[config.mk]
export PLATFORM = sky130hd
export DESIGN_NAME = aes_ahb_job_sequencer
export DESIGN_NICKNAME = d
export VERILOG_FILES = /design/src/rtl/aes_ahb_job_sequencer.sv
export SDC_FILE = /design/constraint.sdc
export NUM_CORES = 1
export LEC_CHECK = 0
export BUFFER_PORTS_ARGS = -buffer_cell sky130_fd_sc_hd__buf_2
export CORE_AREA = 2 2 193 195
export CTS_CLUSTER_DIAMETER = 30
export DETAILED_ROUTE_END_ITERATION = 12
export DIE_AREA = 0 0 195 197
export HOLD_SLACK_MARGIN = 0.08
export PLACE_DENSITY = 0.7
export SYNTH_ARGS = -nofsm -noshare
export SYNTH_HDL_FRONTEND = slang
export SYNTH_SLANG_ARGS = --single-unit
[constraint.sdc]
create_clock -name hclk -period 21.2 [get_ports hclk]
set_input_delay 3.18 -clock hclk [delete_from_list [all_inputs] [get_ports hclk]]
set_output_delay 3.18 -clock hclk [all_outputs]
set_load 0.02 [all_outputs]
[src/rtl/aes_ahb_job_sequencer.sv]
// AHB-Lite manager that loads an AES key and plaintext into a memory-mapped AES core,
// starts it and reads the ciphertext back as 13 non-pipelined SINGLE transfers.
module aes_ahb_job_sequencer #(
   parameter logic [31:0] BASE_ADDR = 32'h0000_0000
) (
   input  logic         hclk,
   input  logic         hrstn,
   input  logic         job_valid,
   output logic         job_ready,
   input  logic [127:0] job_key,
   input  logic [127:0] job_ptext,
   output logic         res_valid,
   input  logic         res_ready,
   output logic [127:0] res_data,
   output logic         res_err,
   output logic [3:0]   res_err_idx,
   output logic [31:0]  haddr,
   output logic [1:0]   htrans,
   output logic         hwrite,
   output logic [2:0]   hsize,
   output logic [2:0]   hburst,
   output logic [31:0]  hwdata,
   input  logic         hready,
   input  logic [31:0]  hrdata,
   input  logic         hresp
);

   typedef enum logic [2:0] {ST_IDLE, ST_ADDR, ST_DATA, ST_ERRW, ST_RESP} state_e;

   localparam logic [1:0] HTRANS_IDLE   = 2'b00;
   localparam logic [1:0] HTRANS_NONSEQ = 2'b10;
   localparam logic [3:0] START_IDX     = 4'd8;
   localparam logic [3:0] LAST_IDX      = 4'd12;

   state_e         state_q, state_d;
   logic [3:0]     idx_q, idx_d;
   logic [127:0]   key_q, key_d;
   logic [127:0]   ptext_q, ptext_d;
   logic           job_ready_q, job_ready_d;
   logic           res_valid_q, res_valid_d;
   logic [127:0]   res_data_q, res_data_d;
   logic           res_err_q, res_err_d;
   logic [3:0]     res_err_idx_q, res_err_idx_d;
   logic [31:0]    haddr_q, haddr_d;
   logic [1:0]     htrans_q, htrans_d;
   logic           hwrite_q, hwrite_d;
   logic [31:0]    hwdata_q, hwdata_d;
   logic [3:0]     next_idx;
   logic [1:0]     rd_word;

   // Register map: key 0x00-0x0C, ptext 0x10-0x1C, start 0x2C, ciphertext 0x30-0x3C.
   function automatic logic [31:0] xfer_addr(input logic [3:0] idx);
      logic [31:0] off;
      off = {26'd0, idx, 2'b00};
      if (idx == START_IDX)
         off = 32'h0000_002C;
      else if (idx > START_IDX)
         off = off + 32'h0000_000C;
      return BASE_ADDR + off;
   endfunction

   function automatic logic [31:0] xfer_wdata(input logic [3:0]   idx,
                                              input logic [127:0] key,
                                              input logic [127:0] ptext);
      logic [31:0] wd;
      if (idx < 4'd4)
         wd = key[{idx[1:0], 5'd0} +: 32];
      else if (idx < START_IDX)
         wd = ptext[{idx[1:0], 5'd0} +: 32];
      else if (idx == START_IDX)
         wd = 32'h0000_0001;
      else
         wd = 32'h0000_0000;
      return wd;
   endfunction

   always_comb begin
      // NOTE: every _d starts from its _q so no path through the case leaves a signal unassigned, which would infer a latch.
      state_d       = state_q;
      idx_d         = idx_q;
      key_d         = key_q;
      ptext_d       = ptext_q;
      job_ready_d   = job_ready_q;
      res_valid_d   = res_valid_q;
      res_data_d    = res_data_q;
      res_err_d     = res_err_q;
      res_err_idx_d = res_err_idx_q;
      haddr_d       = haddr_q;
      htrans_d      = htrans_q;
      hwrite_d      = hwrite_q;
      hwdata_d      = hwdata_q;
      next_idx      = idx_q + 4'd1;
      rd_word       = idx_q[1:0] - 2'd1;

      case (state_q)
         ST_IDLE: begin
            job_ready_d = 1'b1;
            if (job_valid && job_ready_q) begin
               key_d         = job_key;
               ptext_d       = job_ptext;
               idx_d         = 4'd0;
               res_err_d     = 1'b0;
               res_err_idx_d = 4'd0;
               res_data_d    = '0;
               job_ready_d   = 1'b0;
               haddr_d       = xfer_addr(4'd0);
               hwrite_d      = 1'b1;
               htrans_d      = HTRANS_NONSEQ;
               state_d       = ST_ADDR;
            end
         end

         ST_ADDR: begin
            htrans_d = HTRANS_IDLE;
            hwdata_d = xfer_wdata(idx_q, key_q, ptext_q);
            state_d  = ST_DATA;
         end

         ST_DATA: begin
            if (hresp) begin
               res_err_d     = 1'b1;
               res_err_idx_d = idx_q;
               hwdata_d      = '0;
               if (hready) begin
                  res_valid_d = 1'b1;
                  state_d     = ST_RESP;
               end else begin
                  state_d = ST_ERRW;
               end
            end else if (hready) begin
               hwdata_d = '0;
               if (!hwrite_q)
                  res_data_d[{rd_word, 5'd0} +: 32] = hrdata;
               if (idx_q == LAST_IDX) begin
                  res_valid_d = 1'b1;
                  state_d     = ST_RESP;
               end else begin
                  idx_d    = next_idx;
                  haddr_d  = xfer_addr(next_idx);
                  hwrite_d = (next_idx <= START_IDX);
                  htrans_d = HTRANS_NONSEQ;
                  state_d  = ST_ADDR;
               end
            end
         end

         // Second cycle of a two-cycle ERROR response: nothing new is issued.
         ST_ERRW: begin
            if (hready) begin
               res_valid_d = 1'b1;
               state_d     = ST_RESP;
            end
         end

         ST_RESP: begin
            if (res_ready) begin
               res_valid_d = 1'b0;
               job_ready_d = 1'b1;
               state_d     = ST_IDLE;
            end
         end

         default: state_d = ST_IDLE;
      endcase
   end

   // NOTE: non-blocking assignments so every flop samples the pre-edge values of its peers.
   always_ff @(posedge hclk) begin
      if (!hrstn) begin
         state_q       <= ST_IDLE;
         idx_q         <= 4'd0;
         job_ready_q   <= 1'b1;
         res_valid_q   <= 1'b0;
         res_data_q    <= '0;
         res_err_q     <= 1'b0;
         res_err_idx_q <= 4'd0;
         haddr_q       <= '0;
         htrans_q      <= HTRANS_IDLE;
         hwrite_q      <= 1'b0;
         hwdata_q      <= '0;
      end else begin
         state_q       <= state_d;
         idx_q         <= idx_d;
         job_ready_q   <= job_ready_d;
         res_valid_q   <= res_valid_d;
         res_data_q    <= res_data_d;
         res_err_q     <= res_err_d;
         res_err_idx_q <= res_err_idx_d;
         haddr_q       <= haddr_d;
         htrans_q      <= htrans_d;
         hwrite_q      <= hwrite_d;
         hwdata_q      <= hwdata_d;
      end
   end

   // NOTE: job operand registers carry no reset; they are always loaded on accept before being read.
   always_ff @(posedge hclk) begin
      key_q   <= key_d;
      ptext_q <= ptext_d;
   end

   assign job_ready   = job_ready_q;
   assign res_valid   = res_valid_q;
   assign res_data    = res_data_q;
   assign res_err     = res_err_q;
   assign res_err_idx = res_err_idx_q;
   assign haddr       = haddr_q;
   assign htrans      = htrans_q;
   assign hwrite      = hwrite_q;
   assign hwdata      = hwdata_q;
   assign hsize       = 3'b010;
   assign hburst      = 3'b000;

endmodule

# Yosys cells after proc, flatten, opt, wreduce, memory -nomap -nowiden
# Index checks and enable logic that the tools add are counted.
# word_totals
register_bits	465
latchBits	0
mem_bits_rw	0
rom_bits	0
in_bits	294
wordCells	114
memories	0
# classes
add_sub_neg	4
multipliers	0
div	0
magnitude_cmp	4
n_eq_ne	17
shifts	4
muxes	56
n_bitwise	0
n_reduce_logical	16
# op_table
operator	count
128-bit two-way mux	4
32-bit two-way mux	8
128-bit case mux with 2 select lines	1
128-bit by 8-bit variable part select with 32-bit output	2
128-bit bitwise mux	1
32-bit case mux with 2 select lines	2
32-bit by 9-bit variable shift with 128-bit output, first input constant	1
32-bit by 9-bit variable part select with 128-bit output	1
3-bit two-way mux	7
4-bit two-way mux	5
2-bit != test, second input constant	8
4-bit case mux with 2 select lines	2
3-bit case mux with 5 select lines	1
5-bit AND reduction	3
1-bit two-way mux	14
7-bit two-way mux	2
4-bit equality test, second input constant	3
7-bit negation with 9-bit output	1
2-bit two-way mux	4
4-bit AND reduction	2
6-bit by 4-bit adder with 7-bit output, second input constant	1
3-bit by 2-bit equality test with 1-bit output, second input constant	2
3-bit != test, second input constant	2
1-bit case mux with 2 select lines	3
16 further kinds	21

# Depth between registers and ports, before layout
# depth
ltp_word	8
mapped_depth	10
ltp_nobuf	6

# Worst setup path after synthesis
# Ideal clock, no wire load.
# synth_timing
path_kind	input-to-reg
startpoint	input port job_valid
endpoint	register job_ready_q, in the netlist job_ready
arrival_ps	9107
slack_ps	11715
stages	5
path_buffers	1
path_cell_list	nor4bb_1 -> buf_2 -> nand2_1 -> inv_1 -> o21ai_0
# synth_between
elab_chain_cells	3
# synth_rtl
item	line_no	source
start, declared	8	input logic job_valid,
1-bit logical AND	98	if (job_valid && job_ready_q) begin
1-bit two-way mux	98	
1-bit case mux with 2 select lines	95	case (state_q)
end signal, assigned	184	job_ready_q <= job_ready_d;
end, declared	39	logic job_ready_q, job_ready_d;
# No other way between the ends.
# A chain may end at the register's enable or synchronous reset.

# Worst setup path after layout
# layout_timing
startpoint	input port job_valid
endpoint	register key_q[107] (enable)
# layout_between
elab_chain_cells	2
# layout_rtl
item	line_no	source
1-bit logical AND	98	
2-bit AND reduction (no source line)	n/a	
end signal, assigned	198	key_q <= key_d;
end, declared	37	logic [127:0] key_q, key_d;
# No other way between the ends.

==> flow_metrics.env <==
export IMPL_outcome="finished clean"
export IMPL_ctsResizeCount=0
export IMPL_clock_path_buffers=3
export IMPL_mostFrequentLayoutCells="buf_2, edfxtp_1, dfxtp_1"
export IMPL_synth_distinct_cells=63
export IMPL_synth_edf_count=256
export IMPL_cts_tree="built"
export IMPL_fillers=2762
export IMPL_drtPass1Iterations=5
export IMPL_yosys_top_cells_area="edfxtp_1, dfxtp_1, a31o_2, and3_1, nand3_1"
export IMPL_drtIter0Drc=886
export IMPL_cts_hold_buf=0
export IMPL_area_growth_pct=33.9
export IMPL_synth_ff_type="edfxtp_1"
export IMPL_gp_congestion=0.826
export IMPL_start_util=0.464
export IMPL_ir_drop_v=0.0000902
export IMPL_rows=70
export IMPL_portBuffers=467
export IMPL_r2r_setup_slack_ps=17620
export IMPL_min_path_type="register to register"
export IMPL_cts_root_buf="clkbuf_16"
export IMPL_tightest_slew_ps=1160
export IMPL_cts_buffers=89
export IMPL_critPathKind="primary input to register"
export IMPL_ys_ff_latch=437
export IMPL_hpwlAfterDp_um=33000
export IMPL_min_from="res_data[62]"
export IMPL_setup_slack_ps=15510
export IMPL_avgSynthCellArea_um2=12.5
export IMPL_timing_rr_end="key_q[107]"
export IMPL_cp_arrival_ps=5880
export IMPL_track_usage=0.259
export IMPL_ant_nets=0
export IMPL_routed_via_count=13300
export IMPL_grt_pass1_wl_um=75700
export IMPL_synth_top_area_frac=0.457
export IMPL_cts_clk_slew_worst_paths_ps=40
export IMPL_crit_required_ps=21390
export IMPL_endpoint="key_q[107]"
export IMPL_rsz0062_at_grt="no"
export IMPL_drc=0
export IMPL_final_common_cell="buf_2"
export IMPL_wl_per_cell_um=21.6
export IMPL_netlist_area_um2=16800
export IMPL_syn_inst=1345
export IMPL_p_leak_nw=9.53
export IMPL_clk_latency_ps=590
export IMPL_fin_util=0.621
export IMPL_io_pins=502
export IMPL_grt_ovfl_total=0
export IMPL_period_share=0.268
export IMPL_fmax_mhz=176
export IMPL_cts_sinks=437
export IMPL_h_tree_depth=3
export IMPL_synth_seq_area_share=0.673
export IMPL_setup_viol=0
export IMPL_power_density_nw_per_um2=117
export IMPL_vias_per_cell=5.60
export IMPL_drv_slew=0
export IMPL_power_total_mw=2.64
export IMPL_slew_headroom=0.230
export IMPL_coreArea_um2=36300
export IMPL_drive_gt1_frac=0.379
export IMPL_yosysWarnings=0
export IMPL_async_reset_ff_frac=0
export IMPL_cp_startpoint="job_valid"
export IMPL_fin_skew_ps=12.8
export IMPL_dp_cells=2183
export IMPL_final_cell_count_no_fill=2368
export IMPL_chipWidth_um=195
export IMPL_maxCapViolCount=0
export IMPL_dpl_worst_slack_ps=14950
export IMPL_fin_setup_tns_ps=0
export IMPL_critPathMaxFanout=105
export IMPL_cp_start_kind="primary input"
export IMPL_dieArea_um2=38400
export IMPL_antenna_found_initial=29
export IMPL_worstReg2RegStart="state_q[0]"
export IMPL_synth_top_area_cell="edfxtp_1"
export IMPL_post_cts_buffers=0
export IMPL_nNetsFinal=2107
export IMPL_die_h_um=197
export IMPL_hold_violations=0
export IMPL_grt_max_degree=125
export IMPL_endpoint_kind="register"
export IMPL_grt_pass1_vias=13200
export IMPL_rr_worst_depth=5
export IMPL_fin_crit_ps=5690
export IMPL_drt_wl_total_um=51300
-- stage by stage --
step	hold slack, ps	cell area, um^2
after floorplan	536	16900
after global placement	440	19300
after detailed placement	446	19300
after CTS	452	22500
after global routing	467	22500
final	449	22500
-- registers in the layout (all words and copies together), names as in the netlist --
name         cells
res_valid        1
hwdata          32
job_ready        1
state_q          3
key_q          128
htrans           1
haddr            5
hwrite           1
res_err_idx      4
ptext_q        128
res_data       128
idx_q            4
res_err          1
-- cell families (layout without fill, tap and decap cells) --
kind of cell,count (synthesis),in the layout,share of synthesized area
mux,1,1,0.00134
compound gates,355,355,0.150
fa+ha+maj,7,7,0.00521
flops,437,437,0.673
other cells,2,53,0.000447
buf+inv,161,665,0.0502
xor+xnor,1,1,0.000521
simple gates,381,381,0.119
-- routing by layer --
layer	vias up	share of wire	GRT usage
met4	20	0.032	0.114
met1	6370	0.38	0.303
met3	113	0.098	0.0892
met5	-	0.0025	0
met2	685	0.49	0.432
li1	6067	-	-
-- report_power, final --
group / switching [mW] / internal, mW / total, mW
Combinational: 0.121 / 0.0481 / 0.169
Sequential: 0.0210 / 0.980 / 1.00
Clock: 0.447 / 1.02 / 1.47
Total: 0.589 / 2.05 / 2.64
-- synthesized netlist by cell type, drive strengths merged, types with 30 or more instances --
master	number
edfxtp	256
dfxtp	181
buf	86
nand3	81
nand2	80
o21ai	72
and3	66
clkbuf	65
a31o	64
nor2	59
a21oi	52
o22ai	46
o221ai	35
a211o	31
nor3	31
a2111oi	30
-- worst max-delay path, stage by stage --
cell	delay (ps)
buf_2	90
nor4bb_1	190
buf_4	210
nand2_1	410
inv_8	680
buf_4	970
-- area by class of cell --
class                      count  area (um^2)  area share
timing repair buffer         489         2500       0.111
multi-input combinational    779         4820       0.214
inverter                      10         45.0     0.00200
tap                          468          586      0.0260
clock buffer                 116         2490       0.111
antenna                       19         47.5     0.00211
sequential                   437        11300       0.503
clock inverter                50          698      0.0310
-- worst min path at each step --
stage | cells past startpoint | endpoint | slack, ps
after floorplan | 2 | res_data[105] | 540
after global placement | 2 | res_data[37] | 440
after detailed placement | 2 | res_data[62] | 450
after CTS | 2 | res_data[62] | 450
after global routing | 2 | res_data[42] | 470
final | 2 | res_data[62] | 450
Note: power is estimated with default switching activity, not from simulation.
